[config.mk]
export PLATFORM = sky130hd
export DESIGN_NAME = deal_sequencer
export DESIGN_NICKNAME = d
export VERILOG_FILES = /design/src/rtl/deal_sequencer.sv
export SDC_FILE = /design/constraint.sdc
export NUM_CORES = 1
export LEC_CHECK = 0
export ABC_AREA = 1
export CAP_MARGIN = 20
export CELL_PAD_IN_SITES_DETAIL_PLACEMENT = 1
export CELL_PAD_IN_SITES_GLOBAL_PLACEMENT = 2
export CORE_MARGIN = 2
export CORE_UTILIZATION = 31
export DETAILED_ROUTE_END_ITERATION = 10
export DONT_BUFFER_PORTS = 1
export PLACE_DENSITY_LB_ADDON = 0.1
export SYNTH_ARGS = -nofsm -noshare
export SYNTH_HDL_FRONTEND = slang
export SYNTH_SLANG_ARGS = --single-unit
[constraint.sdc]
create_clock -name fast_clock -period 1.65 [get_ports fast_clock]
set_input_delay 0.33 -clock fast_clock [delete_from_list [all_inputs] [get_ports fast_clock]]
set_output_delay 0.33 -clock fast_clock [all_outputs]
set_load 0.01 [all_outputs]
[src/rtl/deal_sequencer.sv]
// deal_sequencer: baccarat round sequencer issuing card-load strobes, applying the
// third-card rules and keeping win/tie tallies.
module deal_sequencer #(
  parameter int STEP_CYCLES = 4
) (
  input  logic       fast_clock,
  input  logic       resetb,
  input  logic       deal_req,
  input  logic [3:0] pscore,
  input  logic [3:0] dscore,
  input  logic [3:0] pcard3,
  output logic       load_pcard1,
  output logic       load_pcard2,
  output logic       load_pcard3,
  output logic       load_dcard1,
  output logic       load_dcard2,
  output logic       load_dcard3,
  output logic       busy,
  output logic       done,
  output logic       player_win,
  output logic       dealer_win,
  output logic [7:0] player_wins,
  output logic [7:0] dealer_wins,
  output logic [7:0] ties
);
  typedef enum logic [3:0] {IDLE, P1, D1, P2, D2, DEC_P, P3, DEC_D, D3, SETTLE, FINISH} state_t;
  localparam logic [3:0] LAST = 4'(STEP_CYCLES - 1);
  localparam logic [3:0] SHORT = 4'(STEP_CYCLES - 2);
  state_t state;
  logic [3:0] cnt;
  logic [3:0] v;
  logic prev, nat, pdrew;
  logic natural, pdraw, tableau, ddraw;
  assign natural = pscore >= 4'd8 || dscore >= 4'd8;
  assign pdraw = !natural && pscore <= 4'd5;
  assign v = pcard3 >= 4'd10 ? 4'd0 : pcard3;
  assign tableau = dscore <= 4'd2 || (dscore == 4'd3 && v != 4'd8) ||
                   (dscore == 4'd4 && v >= 4'd2 && v <= 4'd7) ||
                   (dscore == 4'd5 && v >= 4'd4 && v <= 4'd7) ||
                   (dscore == 4'd6 && v >= 4'd6 && v <= 4'd7);
  assign ddraw = pdrew ? tableau : dscore <= 4'd5;
  // Strobes are registered, so each decision is taken on the edge that enters its state.
  always_ff @(posedge fast_clock) begin
    if (!resetb) begin
      state <= IDLE;
      cnt <= '0;
      prev <= 1'b1;
      nat <= 1'b0;
      pdrew <= 1'b0;
      {load_pcard1, load_pcard2, load_pcard3, load_dcard1, load_dcard2, load_dcard3} <= '0;
      busy <= 1'b0;
      done <= 1'b0;
      player_win <= 1'b0;
      dealer_win <= 1'b0;
      player_wins <= '0;
      dealer_wins <= '0;
      ties <= '0;
    end else begin
      prev <= deal_req;
      {load_pcard1, load_pcard2, load_pcard3, load_dcard1, load_dcard2, load_dcard3} <= '0;
      done <= 1'b0;
      case (state)
        IDLE: if (deal_req && !prev) begin
          state <= P1;
          load_pcard1 <= 1'b1;
          busy <= 1'b1;
          cnt <= LAST;
        end
        P1: if (cnt == 4'd0) begin
          state <= D1;
          load_dcard1 <= 1'b1;
          cnt <= LAST;
        end else cnt <= cnt - 4'd1;
        D1: if (cnt == 4'd0) begin
          state <= P2;
          load_pcard2 <= 1'b1;
          cnt <= LAST;
        end else cnt <= cnt - 4'd1;
        P2: if (cnt == 4'd0) begin
          state <= D2;
          load_dcard2 <= 1'b1;
          cnt <= LAST;
        end else cnt <= cnt - 4'd1;
        D2: if (cnt == 4'd0) begin
          state <= DEC_P;
          nat <= natural;
          pdrew <= pdraw;
          load_pcard3 <= pdraw;
        end else cnt <= cnt - 4'd1;
        DEC_P: begin
          state <= nat ? SETTLE : pdrew ? P3 : DEC_D;
          load_dcard3 <= !nat && !pdrew && ddraw;
          cnt <= SHORT;
        end
        P3: if (cnt == 4'd0) begin
          state <= DEC_D;
          load_dcard3 <= ddraw;
        end else cnt <= cnt - 4'd1;
        DEC_D: begin
          state <= load_dcard3 ? D3 : SETTLE;
          cnt <= SHORT;
        end
        D3: if (cnt == 4'd0) state <= SETTLE;
          else cnt <= cnt - 4'd1;
        SETTLE: begin
          state <= FINISH;
          busy <= 1'b0;
          done <= 1'b1;
          player_win <= pscore >= dscore;
          dealer_win <= pscore <= dscore;
          if (pscore > dscore && player_wins != 8'hFF) player_wins <= player_wins + 8'd1;
          if (pscore < dscore && dealer_wins != 8'hFF) dealer_wins <= dealer_wins + 8'd1;
          if (pscore == dscore && ties != 8'hFF) ties <= ties + 8'd1;
        end
        FINISH: state <= IDLE;
        default: state <= IDLE;
      endcase
    end
  end
endmodule

Word-level counts from Yosys, hierarchy flattened --
Cells that the tools add are included.
Word-level totals: word-level logic and storage cells 128, output and inout port bits 34, register bits 45
Operators by class: reduce and logical (&&, ||, !) cells 42, order comparisons 14, mux-type cells 24, equal/unequal tests 26, $add $sub $neg 4
Operator list (count):
- 2-to-1 mux 4 bit | 12
- case mux 4 bit (10 select lines) | 1
- == test 4 x 3 -> 1 bit (second input constant) | 7
- adder 8 x 1 -> 8 bit (second input constant) | 3
- inequality test 8 bit (second input constant) | 3
- AND reduction 2 bit | 9
- inequality test 2 bit (second input constant) | 8
- case mux 4 bit (4 select lines) | 1
- logical AND 1 bit | 14
- == test 4 x 2 -> 1 bit (second input constant) | 3
- >= comparator 4 bit (second input constant) | 3
- less-or-equal comparator 4 x 3 -> 1 bit (second input constant) | 3
- == test 4 bit (second input constant) | 2
- >= comparator 4 x 3 -> 1 bit (second input constant) | 2
- logical NOT 4 bit | 2
- 2-to-1 mux 1 bit | 8
- AND reduction 7 bit | 1
- AND reduction 3 bit | 2
- OR reduction 3 bit | 2
- logical OR 1 bit | 5
- == test 4 x 1 -> 1 bit (second input constant) | 1
- == test 4 bit | 1
- >= comparator 4 x 2 -> 1 bit (second input constant) | 1
- >= comparator 4 bit | 1
- other kinds (11) | 15

Logic depth before layout (Yosys ltp) --
Gate-level depths: netlist (run 1).
depth in word-level cells 11, mapped depth 12, depth with buffers taken out 11

Worst setup path before layout (run 1) --
Ideal clock, no wire load.
path type in2reg, start point input port dscore[1], end point register player_wins[6], path slack 65 ps, stages 10, data required time 1534 ps, data arrival time 1469 ps, cells stage by stage inv_1 ha_1 inv_1 o21bai_1 nand2_1 nand2_1 buf_2 nand3_2 o21ai_0 nor2_1
Between the ends: longest elaborated chain between the ends 3
RTL lines:
- start: declaration | line 10 | input logic [3:0] dscore,
- greater-than comparator 4 bit | line 111 | if (pscore > dscore && player_wins != 8'hFF) player_wins <= player_wins + 8'd1;
- logical AND 1 bit | line 111
- AND reduction 2 bit (no line)
- end signal: assignment | line 111
- end: declaration | line 22 | output logic [7:0] player_wins,
Every way passes these cells. A chain may end at the register's enable or synchronous reset.

Worst setup path in the final report (run 1) --
start point register state[1], end point register state[0]
Between the ends: longest elaborated chain between the ends 3, elaborated cells between the ends (all ways) 19
RTL lines:
- start: declaration | line 29 | state_t state;
- start signal: assignment | line 91 | state <= nat ? SETTLE : pdrew ? P3 : DEC_D;
- start signal: assignment | line 100 | state <= load_dcard3 ? D3 : SETTLE;
- == test 4 x 1 -> 1 bit, or another cell as far along | line 62 | case (state)
- inequality test 2 bit (no line)
- AND reduction 7 bit (no line)
Parallel ways exist; a longest one is shown, timed or not.

==> results of run 1 <==
-- final timing paths --
check	from	endpoint	slack [ns]	cells past startpoint
min reg2reg	state[0]	load_pcard2	0.49	1
max reg2reg	state[1]	state[0]	0.16	10
max	state[1]	state[0]	0.16	10
min	pscore[3]	load_pcard3	0.1	1
-- layout make-up --
| class | count | area share |
|---|---|---|
| multi-input cells | 281 | 0.469 |
| flip-flops and latches | 45 | 0.300 |
| repair buffers | 38 | 0.0956 |
| inverters | 43 | 0.0534 |
| well taps | 102 | 0.0422 |
| clock buffers | 6 | 0.0273 |
| clock inverters | 2 | 0.0124 |
-- cells in the final DEF (no fill, tap or decap), types with 3 or more instances in the layout --
cell and count:
xnor2_1 3, inv_2 4, nand3_2 3, buf_4 37, inv_1 39, o21ai_0 13, nor2_2 3, dfxtp_1 42
nor2_1 45, nor3_1 7, a21oi_1 27, nand3b_1 3, ha_1 9, nand2_1 109, nand4_1 10, nand2_2 5
clkbuf_8 6, nand3_1 20, xor2_1 9
-- stage by stage --
stage | util | hold WS, ns
6_report | 0.387 | 0.0991
5_1_grt | 0.387 | 0.0836
4_1_cts | 0.383 | 0.0898
3_5_place_dp | 0.368 | 0.412
3_3_place_gp | 0.368 | 0.411
2_1_floorplan | - | 0.407
-- cell families after synthesis --
group	share of synthesized area
XOR/XNOR	0.0418
buffers and inverters	0.0801
AO/OA/AOI/OAI	0.103
adder cells (fa/ha/maj)	0.0448
AND/OR/NAND/NOR	0.372
flip-flops	0.358
-- flip-flops by register name, summed over array words and instances (netlist names) --
signal       count
load_dcard1      1
pdrew            1
load_dcard3      1
done             1
nat              1
load_pcard2      1
state            4
cnt              4
load_pcard3      1
player_wins      8
player_win       1
load_dcard2      1
dealer_win       1
dealer_wins      8
ties             8
load_pcard1      1
busy             1
prev             1
-- power by group --
| part | total, W | internal (W) | switching [W] |
|---|---|---|---|
| clock network | 0.000893 | 0.000493 | 0.000400 |
| logic | 0.00124 | 0.000446 | 0.000791 |
| registers | 0.00127 | 0.00118 | 0.0000840 |
| total | 0.00340 | 0.00212 | 0.00127 |
-- timing repair --
| item | CTS | global route |
|---|---|---|
| endpoints found under the setup margin | 0 | 23 |
| resized for setup | 0 | 7 |
| buffers inserted | 0 | 2 |
-- Yosys cell counts, drive strengths merged --
cell / number / area share
nand2: 115 / 0.18
nand4: 10 / 0.025
a41oi: 2 / 0.0070
o21ai: 14 / 0.028
a31o: 1 / 0.0035
a21oi: 27 / 0.054
or2: 1 / 0.0025
inv: 43 / 0.064
nor2: 50 / 0.083
dfxtp: 45 / 0.36
xor2: 9 / 0.031
xnor2: 3 / 0.010
a31oi: 1 / 0.0025
a211oi: 1 / 0.0030
nor3: 8 / 0.018
nor4: 2 / 0.0050
nand3: 23 / 0.052
o21bai: 1 / 0.0030
o22ai: 1 / 0.0025
nand3b: 3 / 0.0090
clkbuf: 3 / 0.0045
buf: 5 / 0.011
ha: 9 / 0.045
-- routing by layer --
| layer | vias to the layer above | global-route usage |
|---|---|---|
| li1 | 1285 | - |
| met1 | 1171 | 0.221 |
| met2 | 27 | 0.293 |
| met3 | 6 | 0.0385 |
| met4 | 0 | 0.0326 |
| met5 | - | 0 |
==> results.py, run 1 <==
metrics = {
    "global_route": {
        "antenna_violations_before_repair": 0,
        "globalRouteTotalUtil": 0.171,
        "grt_start_max_net_pins": 22,
        "first_global_vias": 2504,
        "grt-ovfl-total": 0,
        "global_route_wire_length_before_repair_um": 12100,
    },
    "critical_path": {
        "critical-path-top-delay-family": "simple AND/OR/NAND/NOR gates",
        "critical_path.cell_chain": "inv_1 -> buf_4 -> nand2_1 -> nand2_1 -> nand3_1 -> nand3_1 -> nand2_1 -> nand2_1 -> nand2_1 -> nor2_1",
        "worst_setup_path_start_kind": "flip-flop",
        "cp_most_frequent_cell": "nand2_1",
        "required_ns": 1.83,
        "critical_path.endpoint_type": "flip-flop",
        "slowest_delay_ns": 0.37,
        "cp_max_fo": 4,
        "cp_slowest_cell": "dfxtp_1",
        "worst-path-buf-inv": 2,
        "worstPathArrival_ns": 1.67,
        "timing_worst_setup_path_type": "flip-flop to flip-flop",
    },
    "synthesis": {
        "post_synth.cell_area_avg_um2": 6.67,
        "cells_after_synth": 377,
        "syn-num-nets": 401,
        "ys_seq_elements": 45,
        "syn_area_mm2": 0.00251,
        "synthDistinctLibCells": 33,
        "yosys_warnings": 0,
        "synth-seq-area-share": 0.358,
    },
    "timing": {
        "layout_worst_path_cycle_share": 0.902,
        "tns_ns": 0,
        "min_period_ns": 1.49,
        "finalSetupViolations": 0,
        "rsz0062_at_grt": "true",
        "worst_slew_margin_rel": 0.746,
        "slew_viol_final": 0,
        "highest_clock_rate_mhz": 672,
        "final.setup_skew_ns": 0.00780,
        "worst_slack_ns": 0.162,
        "total_count_of_hold_check_failures_in_the_final_report": 0,
        "worstMarginPinSlew_ns": 0.381,
    },
    "placement": {
        "place_inst": 507,
        "placed_cell_area_mm2": 0.00287,
        "gp_congestion": 0.798,
        "io_buffers": 0,
        "dpl_worst_slack_ns": -0.0923,
        "detailed_place_hpwl_um": 5450,
    },
    "route": {
        "final_antenna_net_count": 0,
        "wl_met1_um": 3310,
        "dr_wl_met2_um": 3390,
        "dr.pass1.iters": 5,
        "routed-wl-met3_um": 253,
        "detail_route.drc_violations": 0,
        "num_vias": 2489,
        "drt_iter0_markers": 57,
        "top_signal_layer_used": "met4",
        "finalWirelength_um": 7000,
        "vias_per_cell": 4.81,
        "routedWlPerCell_um": 13.5,
    },
    "layout": {
        "layout-drive-gt1-share": 0.169,
        "area.sequential_um2": 907,
        "nets": 438,
        "syn_to_final_growth_pct": 20.2,
        "n_antenna_cell": 0,
        "instances_no_fill": 517,
        "post-route-cell-area_mm2": 0.00302,
        "total_area_of_multi_input_combinational_cells_mm2": 0.00142,
        "num-fill-cells": 1013,
    },
    "floorplan": {
        "die-width_um": 94.1,
        "initial_utilization": 0.322,
        "die_area_mm2": 0.00885,
        "fp.coreArea_mm2": 0.00781,
        "floorplan.die.height_um": 94.1,
        "core.rowCount": 32,
        "pin_count": 49,
    },
    "clock_network": {
        "clock_network_latency_to_the_later_pin_of_the_worst_skew_pair_ns": 0.30,
        "ctsHtreeMaxLevel": 2,
        "tritoncts": "done",
        "clk_transition_reported_paths_ns": 0.09,
        "clock-sinks": 45,
        "cts_root_buffer": "clkbuf_8",
        "cts-root-to-sink-buffers": 2,
        "cts_buffers": 5,
        "cts.hold.buffers_added": 0,
    },
    "power": {
        "power_density_over_the_cells_mw_per_mm2": 1120,
        "p_total_w": 0.00340,
        "power.leakage_nw": 1.35,
        "vdd.ir_drop.worst_mv": 0.345,
    },
    "status": {
        "run_status": "completed",
    },
    "flow_run": {
        "max_cap_viol_count": 0,
    },
    "min_path": {
        "hold_path_class": "input pin to flip-flop",
    },
}
(Power assumes the default switching activity.)
==> run 2, diff against run 1 <==
Settings changed: CORE_ASPECT_RATIO set to 0.9.
==> results.py, run 2 (same netlist as run 1, synthesis figures left out) <==
metrics = {
    "clock_network": {
        "cts.hold.buffers_added": 0,
        "clock-sinks": 45,
        "clock_network_latency_to_the_later_pin_of_the_worst_skew_pair_ns": 0.30,
        "post_cts.resized_instances": 0,
        "ctsHtreeMaxLevel": 2,
        "cts_setup_buffers": 0,
        "cts_buffers": 5,
        "clk_transition_reported_paths_ns": 0.10,
        "tritoncts": "done",
        "cts-root-to-sink-buffers": 2,
        "cts_root_buffer": "clkbuf_8",
    },
    "power": {
        "pwr-share-clk": 0.218,
        "internal_power_w": 0.00191,
        "vdd.ir_drop.worst_mv": 0.348,
        "seqPwrFrac": 0.392,
        "power_density_over_the_cells_mw_per_mm2": 1080,
        "power.switching_w": 0.00131,
        "power.leakage_nw": 1.33,
        "p_total_w": 0.00322,
        "combinationalPowerShare": 0.390,
        "swShare": 0.407,
    },
    "layout": {
        "layout-drive-gt1-share": 0.171,
        "syn_to_final_growth_pct": 18.3,
        "n_antenna_cell": 0,
        "most-common-layout-cells": "nand2_1, nor2_1, dfxtp_1, inv_1, buf_4",
        "top_regs": "dealer_wins x8, player_wins x8, ties x8",
        "final_common_cell": "nand2_1",
        "nets": 437,
    },
    "placement": {
        "gp_congestion": 0.796,
        "detailed_place_hpwl_um": 5740,
        "io_buffers": 0,
    },
    "min_path": {
        "hold_path_class": "input pin to flip-flop",
        "hold_path_startpoint": "pscore[3]",
    },
    "route": {
        "routed-wl-met3_um": 411,
        "dr_wl_met2_um": 3160,
        "final_antenna_net_count": 0,
        "finalWirelength_um": 7290,
        "num_vias": 2483,
        "routedWlPerCell_um": 14.2,
        "dr.pass1.iters": 4,
        "wl_met1_um": 3690,
        "drt_iter0_markers": 62,
        "detail_route.drc_violations": 0,
        "top_signal_layer_used": "met4",
        "vias_per_cell": 4.84,
    },
    "floorplan": {
        "pin_count": 49,
        "fp.coreArea_mm2": 0.00795,
        "die_area_mm2": 0.00885,
        "floorplan.die.height_um": 89.5,
        "initial_utilization": 0.316,
        "core.rowCount": 31,
        "die-width_um": 98.9,
    },
    "critical_path": {
        "critical_path.endpoint_type": "flip-flop",
        "critical_path_origin": "state[2]",
        "required_ns": 1.88,
        "worst_setup_path_start_kind": "flip-flop",
        "worstReg2RegStart": "state[2]",
        "worstPathArrival_ns": 1.73,
        "cp_max_fo": 8,
        "timing_worst_setup_path_type": "flip-flop to flip-flop",
    },
    "timing": {
        "total_count_of_hold_check_failures_in_the_final_report": 0,
        "finalSetupViolations": 0,
        "worst_hold_slack_ns": 0.111,
        "layout_worst_path_cycle_share": 0.910,
        "rsz0062_at_grt": "false",
        "worstMarginPinSlew_ns": 0.299,
        "min_period_ns": 1.50,
        "worst_slew_margin_rel": 0.799,
        "tns_ns": 0,
        "final.setup_skew_ns": 0.00906,
        "highest_clock_rate_mhz": 666,
        "slew_viol_final": 0,
    },
    "global_route": {
        "antenna_violations_before_repair": 0,
        "global_route_wire_length_before_repair_um": 12200,
        "grt-ovfl-total": 0,
        "globalRouteTotalUtil": 0.172,
        "grt_start_max_net_pins": 18,
        "first_global_vias": 2492,
    },
    "flow_run": {
        "max_cap_viol_count": 0,
    },
    "status": {
        "run_status": "completed",
    },
}
run 2: per-stage QoR:
step | utilization | cells | instance area (um2) | setup slack [ns]
after global routing | 0.374 | 513 | 2980 | 0.00223
after CTS | 0.373 | 513 | 2960 | 0.0463
after detailed placement | 0.362 | 505 | 2880 | -0.0682
after global placement | 0.362 | 505 | 2880 | -0.0163
final | 0.374 | 513 | 2980 | 0.149
after floorplan | - | 377 | 2510 | 0.0652
run 2: power by group through the flow:
stage / registers, W / clock network [W] / logic (W)
3_5_place_dp: 0.00128 / 0 / 0.00125
2_1_floorplan: 0.00127 / 0 / 0.000885
5_1_grt: 0.00128 / 0.000778 / 0.00145
4_1_cts: 0.00126 / 0.000740 / 0.00126
3_3_place_gp: 0.00128 / 0 / 0.00124
6_report: 0.00126 / 0.000702 / 0.00125
run 2: layout make-up:
| type | instances | area, um2 |
|---|---|---|
| timing repair buffer | 37 | 278 |
| inverter | 43 | 161 |
| tap | 99 | 124 |
| fill | 1057 | 4980 |
| multi-input combinational | 281 | 1420 |
| clock inverter | 3 | 17.5 |
| clock buffer | 5 | 68.8 |
| sequential | 45 | 903 |
run 2: routing by layer:
layer  global-route usage  vias to the layer above
met3               0.0508                        4
li1                     -                     1286
met1                0.238                     1145
met5                    0                        -
met4               0.0336                        0
met2                0.269                       48
run 2: critical path: stages, from the launching register on:
cell	delay, ns
dfxtp_1	0.45
inv_2	0.08
nor2_4	0.19
nand2_2	0.12
nand3_2	0.17
nand2_1	0.08
nand2_2	0.13
nand2_1	0.07
a21oi_1	0.14
run 2: final timing paths:
check / end / slack [ns] / cells past startpoint
max: cnt[3] / 0.15 / 8
min: load_pcard3 / 0.11 / 1
max reg2reg: cnt[3] / 0.15 / 8
min reg2reg: load_pcard2 / 0.48 / 1
==> run 3, diff against run 2 <==
==> constraint.sdc (replaced) <==
create_clock -name fast_clock -period 1.65 [get_ports fast_clock]
set_input_delay 0.165 -clock fast_clock [delete_from_list [all_inputs] [get_ports fast_clock]]
set_output_delay 0.165 -clock fast_clock [all_outputs]
set_load 0.01 [all_outputs]
==> results.py, run 3 (same netlist as run 1, synthesis figures left out) <==
metrics = {
    "global_route": {
        "antenna_violations_before_repair": 0,
        "grt_start_max_net_pins": 16,
        "grt_util_met3": 0.0414,
        "gr-max-usage-layer": "met2",
        "grt-ovfl-total": 0,
        "global_route_wire_length_before_repair_um": 12300,
        "gr-usage-met1": 0.233,
        "first_global_vias": 2526,
        "globalRouteTotalUtil": 0.175,
        "met2_usage": 0.292,
    },
    "clock_network": {
        "clk_transition_reported_paths_ns": 0.09,
        "tritoncts": "done",
        "clock_network_latency_to_the_later_pin_of_the_worst_skew_pair_ns": 0.30,
        "cts-root-to-sink-buffers": 2,
        "cts_setup_buffers": 0,
        "cts_root_buffer": "clkbuf_8",
        "cts_buffers": 5,
        "clock-sinks": 45,
        "ctsHtreeMaxLevel": 2,
    },
    "timing": {
        "rsz0062_at_grt": "false",
        "worst_slew_margin_rel": 0.766,
        "layout_worst_path_cycle_share": 0.922,
        "highest_clock_rate_mhz": 658,
        "min_period_ns": 1.52,
        "total_count_of_hold_check_failures_in_the_final_report": 0,
        "worstMarginPinSlew_ns": 0.350,
        "final.setup_skew_ns": 0.00720,
        "worst_slack_ns": 0.129,
        "slew_viol_final": 0,
        "finalSetupViolations": 0,
        "tns_ns": 0,
    },
    "route": {
        "num_vias": 2498,
        "routedWlPerCell_um": 14.6,
        "drt_iter0_markers": 43,
        "finalWirelength_um": 7530,
        "final_antenna_net_count": 0,
        "vias_per_cell": 4.84,
        "dr.pass1.iters": 4,
        "detail_route.drc_violations": 0,
    },
    "floorplan": {
        "pin_count": 49,
        "core.rowCount": 31,
        "die_area_mm2": 0.00885,
        "fp.coreArea_mm2": 0.00795,
        "floorplan.die.height_um": 89.5,
        "die-width_um": 98.9,
        "initial_utilization": 0.316,
    },
    "critical_path": {
        "critical_path_origin": "state[1]",
        "timing_worst_setup_path_type": "flip-flop to flip-flop",
        "worstReg2RegStart": "state[1]",
        "timing.reg2reg.setup_slack_ns": 0.13,
        "worstPathArrival_ns": 1.72,
        "critical_path.endpoint_type": "flip-flop",
        "required_ns": 1.85,
        "worst_setup_path_start_kind": "flip-flop",
        "cp_max_fo": 10,
    },
    "placement": {
        "placed_cell_area_mm2": 0.00286,
        "place_inst": 503,
        "dpl_worst_slack_ns": 0.0753,
        "detailed_place_hpwl_um": 5760,
        "gp_congestion": 0.795,
        "io_buffers": 0,
    },
    "status": {
        "run_status": "completed",
    },
    "flow_run": {
        "max_cap_viol_count": 0,
    },
    "layout": {
        "instances_no_fill": 516,
        "num-fill-cells": 1035,
        "layout-drive-gt1-share": 0.165,
        "top_regs": "dealer_wins x8, player_wins x8, ties x8",
        "most-common-layout-cells": "nand2_1, nor2_1, dfxtp_1, inv_1, buf_4",
        "n_antenna_cell": 0,
        "nets": 440,
        "post-route-cell-area_mm2": 0.00302,
        "syn_to_final_growth_pct": 20.1,
        "final_common_cell": "nand2_1",
    },
    "power": {
        "vdd.ir_drop.worst_mv": 0.370,
        "power_density_over_the_cells_mw_per_mm2": 1080,
        "p_total_w": 0.00326,
        "power.leakage_nw": 1.35,
    },
    "min_path": {
        "hold_path_startpoint": "resetb",
        "hold_path_class": "input pin to flip-flop",
    },
}
==> run 3: cell count changes in the layout (fill, tap and decap cells not counted), sizes merged <==
cell,delta
dlygate4sd3,+5
clkbuf,+1
buf,-2
clkinvlp,-1
==> run 3: report_power, final <==
part	switching (W)	internal, W	total, W
sequential	0.0000817	0.00118	0.00126
clock	0.000399	0.000340	0.000740
combinational	0.000819	0.000435	0.00125
total	0.00130	0.00196	0.00326
==> run 3: layout make-up <==
cell class,instances,area (um2),share of cell area
Tap cell,99,124,0.0410
Sequential cell,45,903,0.299
Multi-Input combinational cell,281,1420,0.471
Timing Repair Buffer,40,313,0.104
Inverter,43,161,0.0534
Clock buffer,6,82.6,0.0273
Clock inverter,2,13.8,0.00456
==> run 3: path summary, 6_finish.rpt <==
path         cells past startpoint              to
max                             11  dealer_wins[3]
min reg2reg                      1     load_pcard2
max reg2reg                     11  dealer_wins[3]
min                              2      player_win
==> run 3: worst max-delay path, stage by stage, from the launching register on <==
cell	delay [ns]
dfxtp_1	0.35
inv_2	0.10
nand2_1	0.09
inv_2	0.12
nand2_4	0.09
inv_2	0.10
nand2_1	0.07
nor2_2	0.14
buf_4	0.19
nand3_1	0.08
nand2_1	0.06
nor2_1	0.05
==> run 3: per-stage QoR <==
stage / hold WS, ns / utilization
2_1_floorplan: 0.242 / -
3_3_place_gp: 0.263 / 0.360
3_5_place_dp: 0.265 / 0.360
4_1_cts: 0.00128 / 0.377
5_1_grt: 0.0167 / 0.380
6_report: 0.0102 / 0.380
==> run 3: what timing repair did <==
action,4_1_cts,5_1_grt
hold endpoints to repair,7,3
gates resized for setup,0,7
endpoints found under the setup margin,0,23
hold buffers,4,1
==> run 3: metal layers <==
| layer | up-vias | wire length (um) |
|---|---|---|
| met1 | 1158 | 3810 |
| met4 | 0 | 52 |
| met2 | 48 | 3300 |
| li1 | 1288 | - |
| met5 | - | 0 |
| met3 | 4 | 369 |
